===== src/rtl/p_uart_send_pkg.sv =====
// Shared constants, FSM encodings and baud divider helper for the packet UART transmitter.
package p_uart_send_pkg;

  localparam int unsigned PktBytes  = 8;
  localparam int unsigned ByteW     = 8;
  localparam int unsigned FrameBits = 10;

  localparam logic [2:0] StIdle = 3'd0;
  localparam logic [2:0] StLoad = 3'd1;
  localparam logic [2:0] StWait = 3'd2;
  localparam logic [2:0] StGap  = 3'd3;
  localparam logic [2:0] StDone = 3'd4;

  function automatic int unsigned calc_bps_cnt(input int unsigned clk_freq,
                                               input int unsigned uart_bps);
    return clk_freq / uart_bps;
  endfunction

endpackage


===== src/rtl/uart_send.sv =====
// Byte-level 8N1 transmitter: latches byte_data on byte_en, then shifts start/data/stop bits.
module uart_send
  import p_uart_send_pkg::*;
#(
  parameter int unsigned BPS_CNT = 5208
) (
  input  logic             sys_clk,
  input  logic             sys_rst_n,
  input  logic             byte_en,
  input  logic [ByteW-1:0] byte_data,
  output logic             uart_txd,
  output logic             byte_busy,
  output logic             byte_done
);

  localparam logic [15:0] BitEnd  = 16'(BPS_CNT - 1);
  localparam logic [3:0]  StopIdx = 4'(FrameBits - 1);

  logic             tx_flag_q, tx_flag_d;
  logic [ByteW-1:0] data_q, data_d;
  logic [15:0]      clk_cnt_q, clk_cnt_d;
  logic [3:0]       bit_cnt_q, bit_cnt_d;
  logic             txd_q, txd_d;
  logic             stop_q;
  logic             bit_end, frame_end;
  logic [9:0]       frame;

  always_comb begin
    frame     = {1'b1, data_q, 1'b0};
    bit_end   = (clk_cnt_q == BitEnd);
    frame_end = tx_flag_q && bit_end && (bit_cnt_q == StopIdx);

    tx_flag_d = tx_flag_q;
    data_d    = data_q;
    clk_cnt_d = clk_cnt_q;
    bit_cnt_d = bit_cnt_q;
    if (!tx_flag_q) begin
      if (byte_en) begin
        tx_flag_d = 1'b1;
        data_d    = byte_data;
        clk_cnt_d = '0;
        bit_cnt_d = '0;
      end
    end else if (bit_end) begin
      clk_cnt_d = '0;
      if (frame_end) begin
        tx_flag_d = 1'b0;
      end else begin
        bit_cnt_d = bit_cnt_q + 4'd1;
      end
    end else begin
      clk_cnt_d = clk_cnt_q + 16'd1;
    end

    // Line is registered, so it trails the counters by one clock.
    txd_d = tx_flag_q ? frame[bit_cnt_q] : 1'b1;
  end

  always_ff @(posedge sys_clk or negedge sys_rst_n) begin
    if (!sys_rst_n) begin
      tx_flag_q <= 1'b0;
      data_q    <= '0;
      clk_cnt_q <= '0;
      bit_cnt_q <= '0;
      txd_q     <= 1'b1;
      stop_q    <= 1'b0;
    end else begin
      tx_flag_q <= tx_flag_d;
      data_q    <= data_d;
      clk_cnt_q <= clk_cnt_d;
      bit_cnt_q <= bit_cnt_d;
      txd_q     <= txd_d;
      stop_q    <= frame_end;
    end
  end

  assign uart_txd  = txd_q;
  assign byte_done = frame_end;
  // Busy also covers the final stop-bit clock still on the wire.
  assign byte_busy = tx_flag_q | stop_q;

endmodule


===== src/rtl/p_uart_send.sv =====
// Packet UART transmitter: sends a 64-bit word as eight 8N1 frames, LSB byte first.
// Define P_UART_SEND_GAP_EN to insert GAP_BITS idle bit-times between bytes.
module p_uart_send
  import p_uart_send_pkg::*;
#(
  parameter int unsigned CLK_FREQ = 50000000,
  parameter int unsigned UART_BPS = 9600,
  parameter int unsigned GAP_BITS = 1
) (
  input  logic        sys_clk,
  input  logic        sys_rst_n,
  input  logic        uart_en,
  input  logic [63:0] uart_din,
  output logic        uart_txd,
  output logic        tx_busy,
  output logic [3:0]  tx_cnt,
  output logic        uart_done
);

  localparam int unsigned BPS_CNT = calc_bps_cnt(CLK_FREQ, UART_BPS);
  localparam logic [3:0]  CntFull = 4'(PktBytes);

  logic        en_d0_q, en_d1_q;
  logic        start_flag;
  logic [2:0]  state_q, state_d;
  logic [63:0] shreg_q, shreg_d;
  logic [3:0]  cnt_q, cnt_d;
  logic        byte_en_q, byte_en_d;
  logic        byte_busy, byte_done;

`ifdef P_UART_SEND_GAP_EN
  localparam logic [31:0] GapEnd = 32'(GAP_BITS * BPS_CNT - 1);
  logic [31:0] gap_cnt_q, gap_cnt_d;
`endif

  assign start_flag = en_d0_q & ~en_d1_q;

  always_comb begin
    state_d   = state_q;
    shreg_d   = shreg_q;
    cnt_d     = cnt_q;
    byte_en_d = (state_q == StLoad);
`ifdef P_UART_SEND_GAP_EN
    gap_cnt_d = gap_cnt_q;
`endif
    case (state_q)
      StIdle: begin
        if (start_flag) begin
          shreg_d = uart_din;
          cnt_d   = '0;
          state_d = StLoad;
        end
      end
      StLoad: state_d = StWait;
      StWait: begin
        if (byte_done) begin
          cnt_d   = cnt_q + 4'd1;
          shreg_d = shreg_q >> ByteW;
          if (cnt_q != CntFull - 4'd1) begin
`ifdef P_UART_SEND_GAP_EN
            gap_cnt_d = '0;
            state_d   = StGap;
`else
            state_d = StLoad;
`endif
          end
        end else if (cnt_q == CntFull && !byte_busy) begin
          // Last byte: finish only once its stop bit has left the pin.
          state_d = StDone;
        end
      end
`ifdef P_UART_SEND_GAP_EN
      StGap: begin
        if (gap_cnt_q == GapEnd) begin
          state_d = StLoad;
        end else begin
          gap_cnt_d = gap_cnt_q + 32'd1;
        end
      end
`endif
      StDone: begin
        cnt_d   = '0;
        state_d = StIdle;
      end
      default: state_d = StIdle;
    endcase
  end

  always_ff @(posedge sys_clk or negedge sys_rst_n) begin
    if (!sys_rst_n) begin
      en_d0_q   <= 1'b0;
      en_d1_q   <= 1'b0;
      state_q   <= StIdle;
      shreg_q   <= '0;
      cnt_q     <= '0;
      byte_en_q <= 1'b0;
`ifdef P_UART_SEND_GAP_EN
      gap_cnt_q <= '0;
`endif
    end else begin
      en_d0_q   <= uart_en;
      en_d1_q   <= en_d0_q;
      state_q   <= state_d;
      shreg_q   <= shreg_d;
      cnt_q     <= cnt_d;
      byte_en_q <= byte_en_d;
`ifdef P_UART_SEND_GAP_EN
      gap_cnt_q <= gap_cnt_d;
`endif
    end
  end

  uart_send #(
    .BPS_CNT (BPS_CNT)
  ) u_uart_send (
    .sys_clk   (sys_clk),
    .sys_rst_n (sys_rst_n),
    .byte_en   (byte_en_q),
    .byte_data (shreg_q[ByteW-1:0]),
    .uart_txd  (uart_txd),
    .byte_busy (byte_busy),
    .byte_done (byte_done)
  );

  assign tx_busy   = (state_q != StIdle);
  assign uart_done = (state_q == StDone);
  assign tx_cnt    = cnt_q;

endmodule


===== config.mk =====
export PLATFORM = sky130hd
export DESIGN_NAME = p_uart_send
export DESIGN_NICKNAME = d
export VERILOG_FILES = /design/src/rtl/p_uart_send_pkg.sv /design/src/rtl/uart_send.sv /design/src/rtl/p_uart_send.sv
export SDC_FILE = /design/constraint.sdc
export NUM_CORES = 1
export LEC_CHECK = 0
export ABC_AREA = 1
export BUFFER_PORTS_ARGS = -buffer_cell sky130_fd_sc_hd__buf_4
export CORE_MARGIN = 10
export CORE_UTILIZATION = 38
export DETAILED_ROUTE_END_ITERATION = 10
export HOLD_SLACK_MARGIN = 0.06
export PLACE_DENSITY_LB_ADDON = 0.2
export SYNTH_ARGS = -nofsm -noshare
export SYNTH_HDL_FRONTEND = slang
export SYNTH_HIERARCHICAL = 1
export SYNTH_SLANG_ARGS = --single-unit

===== constraint.sdc =====
create_clock -name sys_clk -period 2 [get_ports sys_clk]
set_input_delay 0.1 -clock sys_clk [delete_from_list [all_inputs] [get_ports sys_clk]]
set_output_delay 0.1 -clock sys_clk [all_outputs]
set_load 0.005 [all_outputs]

==> results.tsv, run 1 <==
stage	metric	value	unit
status	status	finished clean	
grt	grt_pass1_vias	4840	
timing	report.final.slew_viol_count	0	
floorplan	core	13900	um^2
timing	slew_headroom	0.665	
final_layout	nFillCells	1387	
setup_path	start_kind	flip-flop	
placed_design	detailed_place_hpwl	9580	um
worst_hold_path	hp-class	in2reg	
power	p_leak	0.00343	uW
floorplan	dieArea	19500	um^2
final_layout	design_area	6620	um^2
detailed_routing	dr_total_vias	4727	
clocking	cts_setup_buffers	0	
floorplan	pin_count	74	
timing	hold_ws	0.0700	ns
setup_path	crit_start	u_uart_send/clk_cnt_q[0]$_DFFE_PN0P_	
detailed_routing	via_per_inst	4.85	
detailed_routing	drt_iter0_markers	320	
yosys	synth.yosys.warnings	6	
yosys	synth_top_area_frac	0.478	
setup_path	arrival	2.06	ns
detailed_routing	drc	0	
yosys	synth_area	5440	um^2
final_layout	syn_to_final_growth	21.7	%
clocking	cts_tree	built	
timing	rsz0062_at_grt	true	
setup_path	worstSetupPathType	reg2reg	
power	vdd_drop_max	0.492	mV
floorplan	fp.dieH	140	um
setup_path	end_kind	flip-flop	
final_layout	final_common_cell	nand2_1	
timing	hold_viol_final	0	
final_layout	nets	862	
yosys	synth_edf_count	0	
worst_hold_path	hold_path_startpoint	uart_din[32]	
floorplan	start_util	0.390	
detailed_routing	drt_wl_total	13500	um
timing	fmax	544	MHz
yosys	ys_types	34	
clocking	clock_sinks	105	
flow_run	maxCapViolations	0	
yosys	syn_area_per_cell	7.64	um^2
grt	gr-usage-all-layers	0.139	
setup_path	r2r-start	u_uart_send/clk_cnt_q[0]$_DFFE_PN0P_	
clocking	clock_latency	0.34	ns
placed_design	gp_congestion	0.853	
yosys	synthCells	712	
yosys	yosysSeqAreaShare	0.483	
setup_path	critPathRequiredTime	2.22	ns
yosys	synthFlopType	dfrtp_1	
detailed_routing	dr.pass1.iters	4	
final_layout	antennaDiodeCount	0	
clocking	h-tree-depth	3	
detailed_routing	ant_nets	0	
timing	setup-violations-final	0	
yosys	syn_nets	784	
yosys	yosysTopAreaCell	dfrtp_1	
timing	tns	0	ns
grt	antenna_found_initial	0	
placed_design	dpl_cell_area	6180	um^2
placed_design	io_buffers	73	
timing	post-route-min-period	1.84	ns
detailed_routing	routedWlPerCell	13.8	um
yosys	ys_async_sr_fraction	1.00	
power	p_per_area	1200	nW/um^2
yosys	ys_ff_latch	105	
floorplan	die_w	140	um
grt	grt_max_degree	62	
final_layout	mostFrequentLayoutCells	nand2_1 (272), dfrtp_1 (104), buf_4 (86), inv_1 (70), nand3_1 (60)	
setup_path	crit_path_max_fanout	29	
timing	tightest_slew	0.502	ns
clocking	path_clk_slew	0.07	ns
clocking	clock_path_buffers	2	
grt	overflow	0	
final_layout	drive_above_1_share	0.174	
timing	finalCritPeriodShare	0.920	
floorplan	rows	43	
clocking	numCtsBuffers	9	
grt	grt_pass1_wl	23100	um
clocking	clock-root-buffer	clkbuf_16	
yosys	synth.area.top_cells	dfrtp_1 (48%), nand2_1 (19%), nand3_1 (5.5%), inv_1 (4.8%), o21ai_0 (3.7%)	
timing	skew	0.00636	ns
metrics by stage:
step	instances	total power [uW]	setup WS (ns)	utilization
floorplan	712	5430	0.104	-
global placement	946	6170	0.182	0.444
detailed placement	946	6240	0.0936	0.444
CTS	975	8060	0.0817	0.474
global route	975	8690	-0.0152	0.475
finish	975	7970	0.161	0.475
Yosys cell counts (9+ instances only):
master	number
nand2_1	273
dfrtp_1	104
inv_1	70
nand3_1	60
o21ai_0	40
nor2_1	29
o21ai_1	17
clkbuf_1	13
buf_2	12
o22ai_1	12
nand4_1	11
buf_4	9
nand3_2	9
final timing paths:
check | endpoint | slack, ns | cells past startpoint
hold reg to reg | en_d1_q$_DFF_PN0_ | 0.40 | 0
setup reg to reg | tx_cnt[0]$_DFFE_PN0P_ | 0.16 | 9
setup / recovery | tx_cnt[0]$_DFFE_PN0P_ | 0.16 | 9
min in group asynchronous | u_uart_send/clk_cnt_q[8]$_DFFE_PN0P_ | 0.23 | 2
max in group asynchronous | u_uart_send/uart_txd$_DFF_PN1_ | 1.09 | 3
hold / removal | shreg_q[32]$_DFFE_PN0P_ | 0.07 | 5
registers in the layout (all words and copies together) (netlist names), 3 cells and up:
signal and cells:
state_q 3, tx_cnt 4, u_uart_send/data_q 8, u_uart_send/clk_cnt_q 16, shreg_q 64, u_uart_send/bit_cnt_q 4
layout make-up:
type | count | area, um^2 | area share
tap | 180 | 225 | 0.0340
sequential | 105 | 2630 | 0.397
timing repair buffer | 102 | 836 | 0.126
multi-input combinational | 497 | 2360 | 0.356
clock inverter | 3 | 40.0 | 0.00605
clock buffer | 13 | 250 | 0.0378
inverter | 75 | 284 | 0.0429
power by group:
| group | switching [uW] | internal, uW | total [uW] | leakage, uW |
|---|---|---|---|---|
| Combinational | 1690 | 1110 | 2790 | 0.00197 |
| Clock | 753 | 1000 | 1760 | 0.000144 |
| Sequential | 450 | 2970 | 3420 | 0.00132 |
| Total | 2890 | 5080 | 7970 | 0.00343 |
metal layers:
metal  track usage  vias up  wire length (um)
met5             0        -                 0
met4        0.0440        0               154
met1         0.185     2224              6470
met2         0.220       85              6340
met3        0.0276       12               544
li1              -     2406                 -
worst max-delay path, stage by stage, from the launching register on:
cell,delay [ns]
dfrtp_1,0.39
ha_2,0.21
nand4_1,0.15
nor2_4,0.14
nand3_2,0.09
inv_1,0.10
nand3_2,0.12
buf_4,0.27
nand3_1,0.17
o21bai_1,0.08
timing repair:
item | CTS | global route
hold buffers | 13 | 0
hold endpoints to repair | 37 | 0
resized for setup | 0 | 4
setup endpoints to repair | 0 | 64
cells by family after synthesis:
| group | count (synthesis) | share of synthesized area |
|---|---|---|
| adder cells (fa/ha/maj) | 5 | 0.0115 |
| multiplexers | 6 | 0.0124 |
| buffers and inverters | 110 | 0.0874 |
| XOR/XNOR | 6 | 0.00966 |
| flip-flops | 105 | 0.483 |
| AO/OA/AOI/OAI | 77 | 0.0766 |
| AND/OR/NAND/NOR | 403 | 0.319 |
No activity file was read; power rests on OpenSTA's default activity.
==> inputs of run 2 (changes only) <==
--- a/config.mk
+++ b/config.mk
@@ -7,8 +7,9 @@
 export LEC_CHECK = 0
 export ABC_AREA = 1
 export BUFFER_PORTS_ARGS = -buffer_cell sky130_fd_sc_hd__buf_4
+export CAP_MARGIN = 20
 export CORE_MARGIN = 10
-export CORE_UTILIZATION = 38
+export CORE_UTILIZATION = 50
 export DETAILED_ROUTE_END_ITERATION = 10
 export HOLD_SLACK_MARGIN = 0.06
 export PLACE_DENSITY_LB_ADDON = 0.2
==> results.tsv, run 2 (synthesized netlist as in run 1, its figures left out) <==
stage	metric	value	unit
floorplan	core	10700	um^2
setup_path	reg2reg_slack	0.18	ns
timing	hold_viol_final	0	
clocking	clock-root-buffer	clkbuf_8	
final_layout	largest_reg_flops	64	
floorplan	dieArea	15500	um^2
clocking	cts_tree	built	
grt	grt_pass1_wl	23200	um
timing	tightest_slew	0.556	ns
final_layout	reg_top3	shreg_q (64), u_uart_send/clk_cnt_q (16), u_uart_send/data_q (8)	
worst_hold_path	holdPathStages	5	
detailed_routing	dr_total_vias	4922	
clocking	clock_sinks	105	
floorplan	rows	38	
grt	antenna_found_initial	1	
final_layout	drive_above_1_share	0.163	
detailed_routing	ant_nets	0	
worst_hold_path	min_to	shreg_q[15]$_DFFE_PN0P_	
timing	fmax	550	MHz
final_layout	utilization	0.645	
final_layout	largest_register	shreg_q	
detailed_routing	via_per_inst	5.01	
setup_path	r2r_end	tx_cnt[0]$_DFFE_PN0P_	
detailed_routing	routedWlPerCell	13.9	um
placed_design	gp_congestion	0.800	
clocking	clock_latency	0.37	ns
clocking	numCtsBuffers	9	
setup_path	arrival	2.08	ns
floorplan	die_w	124	um
grt	grt_pass1_vias	4897	
final_layout	mostFrequentLayoutCells	nand2_1 (272), dfrtp_1 (104), buf_4 (84), inv_1 (70), dlygate4sd3_1 (61)	
placed_design	detailed_place_hpwl	8900	um
setup_path	r2r-start	u_uart_send/bit_cnt_q[1]$_DFFE_PN0P_	
power	p_leak	0.00357	uW
clocking	cts_setup_buffers	0	
worst_hold_path	hp-class	in2reg	
timing	setup-violations-final	0	
grt	gr-usage-all-layers	0.175	
floorplan	start_util	0.506	
timing	report.final.slew_viol_count	0	
final_layout	final_common_cell	nand2_1	
timing	timing.final.ws_setup	0.182	ns
detailed_routing	drc	0	
timing	tns	0	ns
setup_path	crit_path_max_fanout	29	
final_layout	syn_to_final_growth	27.4	%
setup_path	end_kind	flip-flop	
timing	finalCritPeriodShare	0.909	
grt	overflow	0	
timing	rsz0062_at_grt	false	
floorplan	fp.dieH	124	um
detailed_routing	drt_iter0_markers	371	
timing	slew_headroom	0.629	
placed_design	io_buffers	73	
setup_path	start_kind	flip-flop	
detailed_routing	drt_wl_total	13700	um
power	vdd_drop_max	0.590	mV
clocking	clock_path_buffers	2	
clocking	path_clk_slew	0.10	ns
timing	skew	0.00916	ns
worst_hold_path	hold_path_startpoint	uart_din[15]	
final_layout	nets	909	
setup_path	worstSetupPathType	reg2reg	
setup_path	r2r_cells	10	
setup_path	crit_start	u_uart_send/bit_cnt_q[1]$_DFFE_PN0P_	
flow_run	maxCapViolations	0	
power	p_per_area	1080	nW/um^2
setup_path	critPathRequiredTime	2.26	ns
grt	grt_max_degree	106	
placed_design	place_ws	0.208	ns
clocking	h-tree-depth	3	
status	status	finished clean	
timing	post-route-min-period	1.82	ns
detailed_routing	dr.pass1.iters	5	
floorplan	pin_count	74	
run 2: per-layer routing:
layer	wire, um	track usage	vias to the layer above
met1	6000	0.219	2311
met5	0	0	-
met2	6900	0.292	97
met3	541	0.0349	21
met4	250	0.0610	0
li1	-	-	2493
run 2: report_power, final:
group / internal, uW / switching (uW)
logic: 1180 / 1690
registers: 2960 / 453
clock network: 490 / 748
run 2: timing repair:
item | in CTS | in global routing
endpoints found under the hold margin | 164 | 0
hold buffers | 61 | 0
gates resized for setup | 0 | 0
run 2: layout make-up:
class                   count  area (um^2)
fillers                   929         3810
flip-flops and latches    105         2630
multi-input cells         497         2340
repair buffers            149         1320
inverters                  75          284
well taps                 140          175
clock buffers              10          138
clock inverters             6         42.5
diodes                      1         2.50
run 2: worst max-delay path, cell delays in order, from the launching register on:
cell and delay (ns):
dfrtp_1 0.39, inv_1 0.10, ha_1 0.15, nand2_1 0.05, nor3_1 0.19, nand3_2 0.11
inv_1 0.10, nand3_2 0.10, buf_4 0.25, nand3_1 0.16, o21bai_1 0.07
run 2: how the worst max path moves through the flow:
| stage | endpoint | slack [ns] | cells after the start |
|---|---|---|---|
| floorplan | shreg_q[56]$_DFFE_PN0P_ | 0.10 | 11 |
| global placement | tx_cnt[0]$_DFFE_PN0P_ | 0.27 | 10 |
| detailed placement | shreg_q[43]$_DFFE_PN0P_ | 0.21 | 11 |
| CTS | shreg_q[43]$_DFFE_PN0P_ | 0.18 | 11 |
| global route | tx_cnt[3]$_DFFE_PN0P_ | 0.003 | 11 |
| finish | tx_cnt[0]$_DFFE_PN0P_ | 0.18 | 10 |
run 2: per-stage QoR:
| step | hold WS (ns) | power, uW | instance area, um^2 | instances |
|---|---|---|---|---|
| after floorplan | -0.196 | 5430 | 5440 | 712 |
| after global placement | 0.209 | 6130 | 6140 | 905 |
| after detailed placement | 0.216 | 6240 | 6140 | 905 |
| after CTS | 0.0655 | 7580 | 6930 | 982 |
| after global routing | 0.102 | 8190 | 6930 | 983 |
| final | 0.0804 | 7520 | 6930 | 983 |
